File: config.mk
export PLATFORM = sky130hd
export DESIGN_NAME = muldiv_unit
export DESIGN_NICKNAME = d
export VERILOG_FILES = /design/src/rtl/muldiv_unit.sv
export SDC_FILE = /design/constraint.sdc
export NUM_CORES = 1
export LEC_CHECK = 0
export CAP_MARGIN = 20
export CORE_MARGIN = 3
export CORE_UTILIZATION = 55
export DETAILED_ROUTE_END_ITERATION = 8
export MAX_ROUTING_LAYER = met4
export PLACE_DENSITY_LB_ADDON = 0.15
export SLEW_MARGIN = 20
export SYNTH_ARGS = -nofsm -noshare
export SYNTH_HDL_FRONTEND = slang
export SYNTH_SLANG_ARGS = --single-unit
File: constraint.sdc
create_clock -name clk -period 3.5 [get_ports clk]
set_clock_uncertainty 0.05 [all_clocks]
set_input_delay 0.35 -clock clk [delete_from_list [all_inputs] [get_ports clk]]
set_output_delay 0.35 -clock clk [all_outputs]
set_load 0.01 [all_outputs]
File: src/rtl/muldiv_unit.sv
// Iterative RV-M multiply/divide engine.
// Multiply retires MUL_STEP multiplier bits per cycle into a 2*XLEN accumulator.
// Divide is restoring and produces one quotient bit per cycle. Both run on
// operand magnitudes. A single FIX cycle then restores the sign and selects the result.
// Divide-by-zero and signed overflow bypass iteration and go straight to DONE.
module muldiv_unit #(
    parameter int XLEN     = 32,
    parameter int MUL_STEP = 1
) (
    input  logic            clk,
    input  logic            rstn,
    input  logic            flush,
    input  logic            req_valid,
    output logic            req_ready,
    input  logic [2:0]      req_op,
    input  logic [XLEN-1:0] req_rs1,
    input  logic [XLEN-1:0] req_rs2,
    output logic            resp_valid,
    input  logic            resp_ready,
    output logic [XLEN-1:0] resp_result,
    output logic            busy
);

    localparam int N_M = XLEN / MUL_STEP;
    localparam int N_D = XLEN;
    localparam int CW  = $clog2(XLEN);

    localparam logic [CW-1:0]   CNT_MUL = CW'(N_M - 1);
    localparam logic [CW-1:0]   CNT_DIV = CW'(N_D - 1);
    localparam logic [XLEN-1:0] MIN_NEG = {1'b1, {(XLEN-1){1'b0}}};

    if ((XLEN < 8) || ((XLEN & (XLEN - 1)) != 0) ||
        !((MUL_STEP == 1) || (MUL_STEP == 2) || (MUL_STEP == 4)) ||
        ((XLEN % MUL_STEP) != 0)) begin : g_param_check
        $error("muldiv_unit: unsupported XLEN/MUL_STEP combination");
    end

    typedef enum logic [2:0] {
        OP_MUL    = 3'b000,
        OP_MULH   = 3'b001,
        OP_MULHSU = 3'b010,
        OP_MULHU  = 3'b011,
        OP_DIV    = 3'b100,
        OP_DIVU   = 3'b101,
        OP_REM    = 3'b110,
        OP_REMU   = 3'b111
    } op_e;

    typedef enum logic [2:0] {
        IDLE,
        MUL,
        DIV,
        FIX,
        DONE
    } state_e;

    // Architectural state
    state_e              state_q;
    op_e                 op_q;
    logic [XLEN-1:0]     a_q;        // multiplicand or divisor magnitude
    logic [2*XLEN-1:0]   acc_q;      // {partial product, multiplier} or {remainder, dividend/quotient}
    logic [CW-1:0]       cnt_q;      // iterations remaining minus one
    logic                neg_q;      // the selected result must be negated in FIX
    logic                resp_valid_q;
    logic [XLEN-1:0]     resp_result_q;

    // Request decode
    op_e                 req_op_e;
    logic                rs1_signed;
    logic                rs2_signed;
    logic                s1;
    logic                s2;
    logic [XLEN-1:0]     mag1;
    logic [XLEN-1:0]     mag2;
    logic                req_neg;
    logic                div_by_zero;
    logic                div_ovf;
    logic                special;
    logic [XLEN-1:0]     special_result;

    // Datapath next values
    logic [MUL_STEP-1:0]      mul_digit;
    logic [XLEN+MUL_STEP-1:0] mul_pp;
    logic [XLEN+MUL_STEP-1:0] mul_sum;
    logic [2*XLEN-1:0]        mul_acc_d;
    logic [XLEN:0]            div_shift;
    logic [XLEN:0]            div_diff;
    logic [2*XLEN-1:0]        div_acc_d;
    logic [2*XLEN-1:0]        prod_fix;
    logic [XLEN-1:0]          quo_fix;
    logic [XLEN-1:0]          rem_fix;
    logic [XLEN-1:0]          fix_result;

    assign req_op_e = op_e'(req_op);

    // Classify the incoming request: operand signedness, magnitudes, result sign, special cases
    always_comb begin
        // NOTE: every signal gets a default first so no path leaves it unassigned (no latch).
        rs1_signed     = 1'b0;
        rs2_signed     = 1'b0;
        special_result = '0;
        case (req_op_e)
            OP_MUL, OP_MULH, OP_DIV, OP_REM: begin
                rs1_signed = 1'b1;
                rs2_signed = 1'b1;
            end
            OP_MULHSU: rs1_signed = 1'b1;
            default:   ;
        endcase

        s1   = rs1_signed & req_rs1[XLEN-1];
        s2   = rs2_signed & req_rs2[XLEN-1];
        mag1 = s1 ? -req_rs1 : req_rs1;
        mag2 = s2 ? -req_rs2 : req_rs2;

        // Remainder follows the dividend; everything else is the XOR of operand signs.
        req_neg = (req_op_e == OP_REM) ? s1 : (s1 ^ s2);

        div_by_zero = req_op[2] && (req_rs2 == '0);
        div_ovf     = ((req_op_e == OP_DIV) || (req_op_e == OP_REM)) &&
                      (req_rs1 == MIN_NEG) && (req_rs2 == '1);
        special     = div_by_zero || div_ovf;

        if (div_by_zero) begin
            special_result = req_op[1] ? req_rs1 : '1;
        end else if (div_ovf) begin
            special_result = req_op[1] ? '0 : req_rs1;
        end
    end

    // One multiply step, one restoring-divide step, and the sign fix / result select
    always_comb begin
        mul_digit = acc_q[MUL_STEP-1:0];
        mul_pp    = {{MUL_STEP{1'b0}}, a_q} * {{XLEN{1'b0}}, mul_digit};
        mul_sum   = {{MUL_STEP{1'b0}}, acc_q[2*XLEN-1:XLEN]} + mul_pp;
        mul_acc_d = {mul_sum, acc_q[XLEN-1:MUL_STEP]};

        div_shift = {acc_q[2*XLEN-1:XLEN], acc_q[XLEN-1]};
        div_diff  = div_shift - {1'b0, a_q};
        if (!div_diff[XLEN]) begin
            div_acc_d = {div_diff[XLEN-1:0], acc_q[XLEN-2:0], 1'b1};
        end else begin
            div_acc_d = {div_shift[XLEN-1:0], acc_q[XLEN-2:0], 1'b0};
        end

        prod_fix = neg_q ? -acc_q : acc_q;
        quo_fix  = neg_q ? -acc_q[XLEN-1:0] : acc_q[XLEN-1:0];
        rem_fix  = neg_q ? -acc_q[2*XLEN-1:XLEN] : acc_q[2*XLEN-1:XLEN];

        case (op_q)
            OP_MUL:                     fix_result = prod_fix[XLEN-1:0];
            OP_MULH, OP_MULHSU, OP_MULHU: fix_result = prod_fix[2*XLEN-1:XLEN];
            OP_DIV, OP_DIVU:            fix_result = quo_fix;
            default:                    fix_result = rem_fix;
        endcase
    end

    // Control FSM and datapath registers
    always_ff @(posedge clk) begin
        // NOTE: reset is synchronous and clears every register, datapath included, so a
        // reset taken mid-iteration leaves no stale operand or partial result behind.
        if (!rstn) begin
            state_q       <= IDLE;
            op_q          <= OP_MUL;
            a_q           <= '0;
            acc_q         <= '0;
            cnt_q         <= '0;
            neg_q         <= 1'b0;
            resp_valid_q  <= 1'b0;
            resp_result_q <= '0;
        end else if (flush) begin
            // NOTE: non-blocking assignments throughout: every register updates from the
            // pre-edge values, independent of statement order.
            state_q      <= IDLE;
            resp_valid_q <= 1'b0;
        end else begin
            case (state_q)
                IDLE: begin
                    if (req_valid) begin
                        op_q  <= req_op_e;
                        neg_q <= req_neg;
                        if (special) begin
                            resp_result_q <= special_result;
                            state_q       <= DONE;
                        end else if (req_op[2]) begin
                            a_q     <= mag2;
                            acc_q   <= {{XLEN{1'b0}}, mag1};
                            cnt_q   <= CNT_DIV;
                            state_q <= DIV;
                        end else begin
                            a_q     <= mag1;
                            acc_q   <= {{XLEN{1'b0}}, mag2};
                            cnt_q   <= CNT_MUL;
                            state_q <= MUL;
                        end
                    end
                end
                MUL: begin
                    acc_q <= mul_acc_d;
                    if (cnt_q == '0) begin
                        state_q <= FIX;
                    end else begin
                        cnt_q <= cnt_q - CW'(1);
                    end
                end
                DIV: begin
                    acc_q <= div_acc_d;
                    if (cnt_q == '0) begin
                        state_q <= FIX;
                    end else begin
                        cnt_q <= cnt_q - CW'(1);
                    end
                end
                FIX: begin
                    resp_result_q <= fix_result;
                    state_q       <= DONE;
                end
                DONE: begin
                    if (resp_valid_q && resp_ready) begin
                        resp_valid_q <= 1'b0;
                        state_q      <= IDLE;
                    end else begin
                        resp_valid_q <= 1'b1;
                    end
                end
                default: state_q <= IDLE;
            endcase
        end
    end

    assign req_ready   = (state_q == IDLE);
    assign busy        = (state_q != IDLE);
    assign resp_valid  = resp_valid_q;
    assign resp_result = resp_result_q;

endmodule

# == After elaboration in Yosys (flattened, before gate mapping) ==
# Index checks and enable logic that the tools add are counted.
# word_totals
ff_bits,141
latch_bits,0
ram_bits,0
mem_bits_ro,0
input_bits,72
output_inout_bits,35
wordCells,104
memories,0
# op_classes
n_addsub,8
multipliers,1
n_div,0
magnitude_cmp,0
n_eq_ne,21
n_shift,0
mux,33
bitwise,6
n_reduce_logical,27
# ops
cell,n
$mux 32,12
$mux 64,4
$pmux 64 s3,1
$neg 32->32,4
$pmux 32 s3,1
$eq 32x32->1 const B,2
$neg 64->64,1
$pmux 32 s2,1
$add 32x33->33,1
$mul 32x1->33,1
$sub 33x32->33,1
$logic_not 32->1,1
$eq 3x2->1 const B,5
$eq 3x3->1 const B,5
$mux 5,3
$mux 3,4
$pmux 3 s4,1
$reduce_and 4->1,3
$pmux 5 s2,1
$eq 3x1->1 const B,3
$logic_not 3->1,3
$ne 2x2->1 const B,4
$reduce_and 3->1,2
$reduce_bool 3->1,2
16 further kinds,30

# == Logic depth before layout (Yosys ltp) ==
# logic_depth
ltp_word,9
mapped_depth,14
ltp_nobuf,12

# == Worst setup path after synthesis ==
# No wires, ideal clock.
# synth_timing
path_kind,flip-flop to flip-flop
start,reg acc_q[0]
end,reg acc_q[61]
setup_ps,65
t_arrival_ps,3046
required_time_ps,3385
setup_slack_ps,338
stages_incl_launch_ff,15
n_path_buf,2
synth_period_minus_slack_ps,3162
cell_sequence,dfxtp_1 > inv_1 > buf_1 > nor2_1 > ha_1 > buf_2 > nand3_1 > a2111oi_0 > o21ai_0 > a311oi_2 > a31oi_1 > a2111o_1 > o211ai_1 > o221ai_1 > nor2_1
# synth_via
elab_chain_cells,3
# synth_lines
item,line,rtl
start: declaration,61,logic [2*XLEN-1:0] acc_q;
start signal: assignment,187,"acc_q <= {{XLEN{1'b0}}, mag1};"
start signal: assignment,192,"acc_q <= {{XLEN{1'b0}}, mag2};"
start signal: assignment,199,acc_q <= mul_acc_d;
$mul 32x1->33,134,"mul_pp = {{MUL_STEP{1'b0}}, a_q} * {{XLEN{1'b0}}, mul_digit};"
$add 32x33->33,135,"mul_sum = {{MUL_STEP{1'b0}}, acc_q[2*XLEN-1:XLEN]} + mul_pp;"
$pmux 64 s3,177,case (state_q)
# Every way passes these cells.
# A chain may end at the register's enable or synchronous reset.

# == Worst setup path after layout ==
# layout_timing
start,reg acc_q[32]
end,reg acc_q[59]
# layout_via
elab_chain_cells,3
word_cells_on_any_way,4
classes_between,add/sub (2); mux (2)
# layout_lines
item,line,rtl
$sub 33x32->33,139,"div_diff = div_shift - {1'b0, a_q};"
$mux 64,140,if (!div_diff[XLEN]) begin
$pmux 64 s3 (*),177,
# Every way passes the cells marked *; elsewhere a longest branch is shown, timed or not.

==> impl_metrics.ini <==
[floorplanning]
dieArea_mm2 = 0.0290
start_util_pct = 56.6
die_h_um = 170
io_pins = 107
coreArea_mm2 = 0.0263
die_x_um = 170
fp-row-count = 59

[timing]
rsz0062_at_grt = yes
tightest_slew_ns = 0.907
hold_violations = 0
slew_headroom_pct = 39.6
timing.final.crit_share_pct = 95.7
holdWs_ns = 0.238
min_period_ns = 3.35
setup_viol = 0
finalMaxSlewViolations = 0
fmax_mhz = 298

[synth]
synth_commonest_cells = o21ai_0 (206), nor2_1 (196), nand2_1 (190), a21oi_1 (169), dfxtp_1 (141)
ys.flop_type = dfxtp_1
yosys.area.top_type = dfxtp_1
synthArstFlopShare_pct = 0
yosysWarnings = 0
synthDistinctLibCells = 103
netlist_area_mm2 = 0.0149
yosysSeqAreaShare_pct = 19.0
syn-num-nets = 2258
yosysMostFrequentCell = o21ai_0
syn_area_per_cell_um2 = 7.04
synth_edf_count = 0
synth_top_area_share_pct = 19.0
synth_seq_cells = 141
synth_area_leaders = dfxtp_1 (19%), o21ai_0 (6.9%), ha_1 (6.0%)
synth_cells = 2113

[setup_path]
cpPeakStageDelay_ns = 0.47
ff2ff_path_depth = 14
slowest_stage = fa_1
critPathTopFamily = compound AO/OA/AOI/OAI gates
crit_path_end_kind = flop
crit_path_max_fanout = 8
start_kind = flop
cp.required_ns = 3.82
crit_cells = 14
worstPathArrival_ns = 3.67
crit_buf_inv = 3
crit_chain = buf_4 -> ha_1 -> fa_1 -> a211oi_4 -> nor4_4 -> o21ai_1 -> buf_4 -> a311oi_2 -> buf_4 -> a311oi_1 -> xnor2_1 -> a21boi_0 -> a21o_1 -> a21oi_1
criticalPathCategory = reg -> reg
crit_path_frequent_cell = buf_4

[clock_tree]
clock_latency_ns = 0.44
path_clk_slew_ns = 0.08
htreeDepth = 4
clock-sinks = 141
cts_made_buffers = 17
cts-root-buf = clkbuf_16
hold_buffers = 0
clockBufferDepth = 2
cts_tree = built

[power_and_ir_drop]
p_per_area_mw_per_mm2 = 375
p_leak_nw = 6.69
vdd_drop_max_uv = 340

[global_routing]
grt_pass1_vias = 15893
grt_first_pass_wirelength_mm = 91.6
grt_antenna_before_repair = 1
overflow = 0
grtUsageTotal_pct = 41.2
grt_max_degree = 104

[drt]
top_layer = met4
drt_pre_antenna_iters = 5
wl_met3_mm = 6.37
dr_wl_met2_mm = 25.4
drtIter0Drc = 2466
wl_met1_mm = 25.2
wl_per_cell_um = 22.8
via_per_inst = 6.78
postRouteAntennaNets = 0
drc = 0
vias = 17739
routed_wl_mm = 59.6

[cells_and_area]
register_area_mm2 = 0.00282
finalNetCount = 2413
area_growth_pct = 20.2
fillers = 2297
multi_input_area_mm2 = 0.0112
finalInstanceArea_mm2 = 0.0179
layout-drive-gt1-share_pct = 12.8

[status]
status = finished, final reports clean

[placed_design]
gp_congestion = 1.09
portBuffers = 106
place_area_mm2 = 0.0172
dp_hpwl_mm = 45.8

[hold_path]
hold-path-cell-count = 3
timing.hold.worst.class = in -> reg

[job]
cap_violations = 0
## where the power goes
part           switching, mW  internal, mW
combinational           1.78          1.19
clock                  0.878          1.03
sequential             0.130          1.70
## metal layers
layer,vias up,track usage (%)
met1,8294,57.4
li1,8157,-
met5,-,-
met2,1096,58.9
met4,0,15.5
met3,192,7.80
## stage by stage
step / setup TNS (ns) / setup slack, ns / util (%) / power, mW / instances
after floorplan: 0 / 0.338 / - / 3.60 / 2113
after global placement: 0 / 0.0550 / 65.3 / 4.66 / 2583
after detailed placement: 0 / 0.00361 / 65.3 / 4.70 / 2583
after CTS: 0 / 0.00452 / 67.5 / 6.58 / 2615
after global routing: -0.124 / -0.0352 / 68.0 / 7.00 / 2617
final: 0 / 0.149 / 68.0 / 6.71 / 2617
## worst paths after layout
check                                            start  slack [ns]                endpoint
worst max-delay path            acc_q[32]$_SDFFE_PN0P_        0.15  acc_q[59]$_SDFFE_PN0P_
worst min-delay path                              rstn        0.24   cnt_q[1]$_SDFFE_PN0P_
worst max register to register  acc_q[32]$_SDFFE_PN0P_        0.15  acc_q[59]$_SDFFE_PN0P_
worst min register to register    a_q[28]$_SDFFE_PN0P_        0.40    a_q[28]$_SDFFE_PN0P_
## cells in the final DEF (no fill, tap or decap), types with 18 or more instances in the layout
master / count
nand2_1: 190
xnor2_1: 83
nand2b_1: 20
ha_1: 69
nand4_1: 27
nand3_1: 38
a21boi_0: 25
inv_1: 77
a22oi_1: 21
a211oi_1: 47
a21oi_1: 167
o21a_1: 19
or3_1: 19
o31ai_1: 26
dfxtp_1: 140
xor2_1: 73
o21ai_0: 200
nor3_1: 48
a31oi_1: 69
a21o_1: 34
nor2_1: 196
buf_4: 179
o21ai_1: 49
o211ai_1: 37
clkdlybuf4s50_1: 104
a221oi_1: 18
## cell type report
type / instances / area share, %
tap: 335 / 2.34
clock inverter: 14 / 0.819
multi-input combinational: 1735 / 62.6
sequential: 141 / 15.8
inverter: 79 / 1.66
timing repair buffer: 294 / 14.3
clock buffer: 18 / 2.46
antenna: 1 / 0.0140
## timing repair
action	4_1_cts	5_1_grt
resized for setup	0	30
setup buffers	0	1
endpoints found under the setup margin	0	38
## worst register-to-register path, stage by stage (launching register included)
cell	delay, ns
dfxtp_1	0.32
buf_4	0.17
ha_1	0.26
fa_1	0.47
a211oi_4	0.35
nor4_4	0.09
o21ai_1	0.18
buf_4	0.17
a311oi_2	0.09
buf_4	0.17
a311oi_1	0.32
xnor2_1	0.18
a21boi_0	0.13
a21o_1	0.23
a21oi_1	0.11
## flip-flops by register name, indices dropped and copies added, names as in the netlist
register / cells
acc_q: 64
a_q: 32
resp_result: 32
cnt_q: 5
op_q: 3
state_q: 3
neg_q: 1
resp_valid: 1
## kinds of logic (layout without fill, tap and decap cells)
| family | after synthesis | in the layout | synth area share [%] |
|---|---|---|---|
| AND/OR/NAND/NOR | 652 | 652 | 21.6 |
| buffers and inverters | 237 | 405 | 6.77 |
| adder cells (fa/ha/maj) | 73 | 73 | 6.24 |
| AO/OA/AOI/OAI | 841 | 841 | 36.3 |
| multiplexers | 13 | 13 | 0.883 |
| flip-flops | 141 | 141 | 19.0 |
| XOR/XNOR | 156 | 156 | 9.19 |
| other | 0 | 1 | 0 |
No activity file was read; power rests on OpenSTA's default activity.
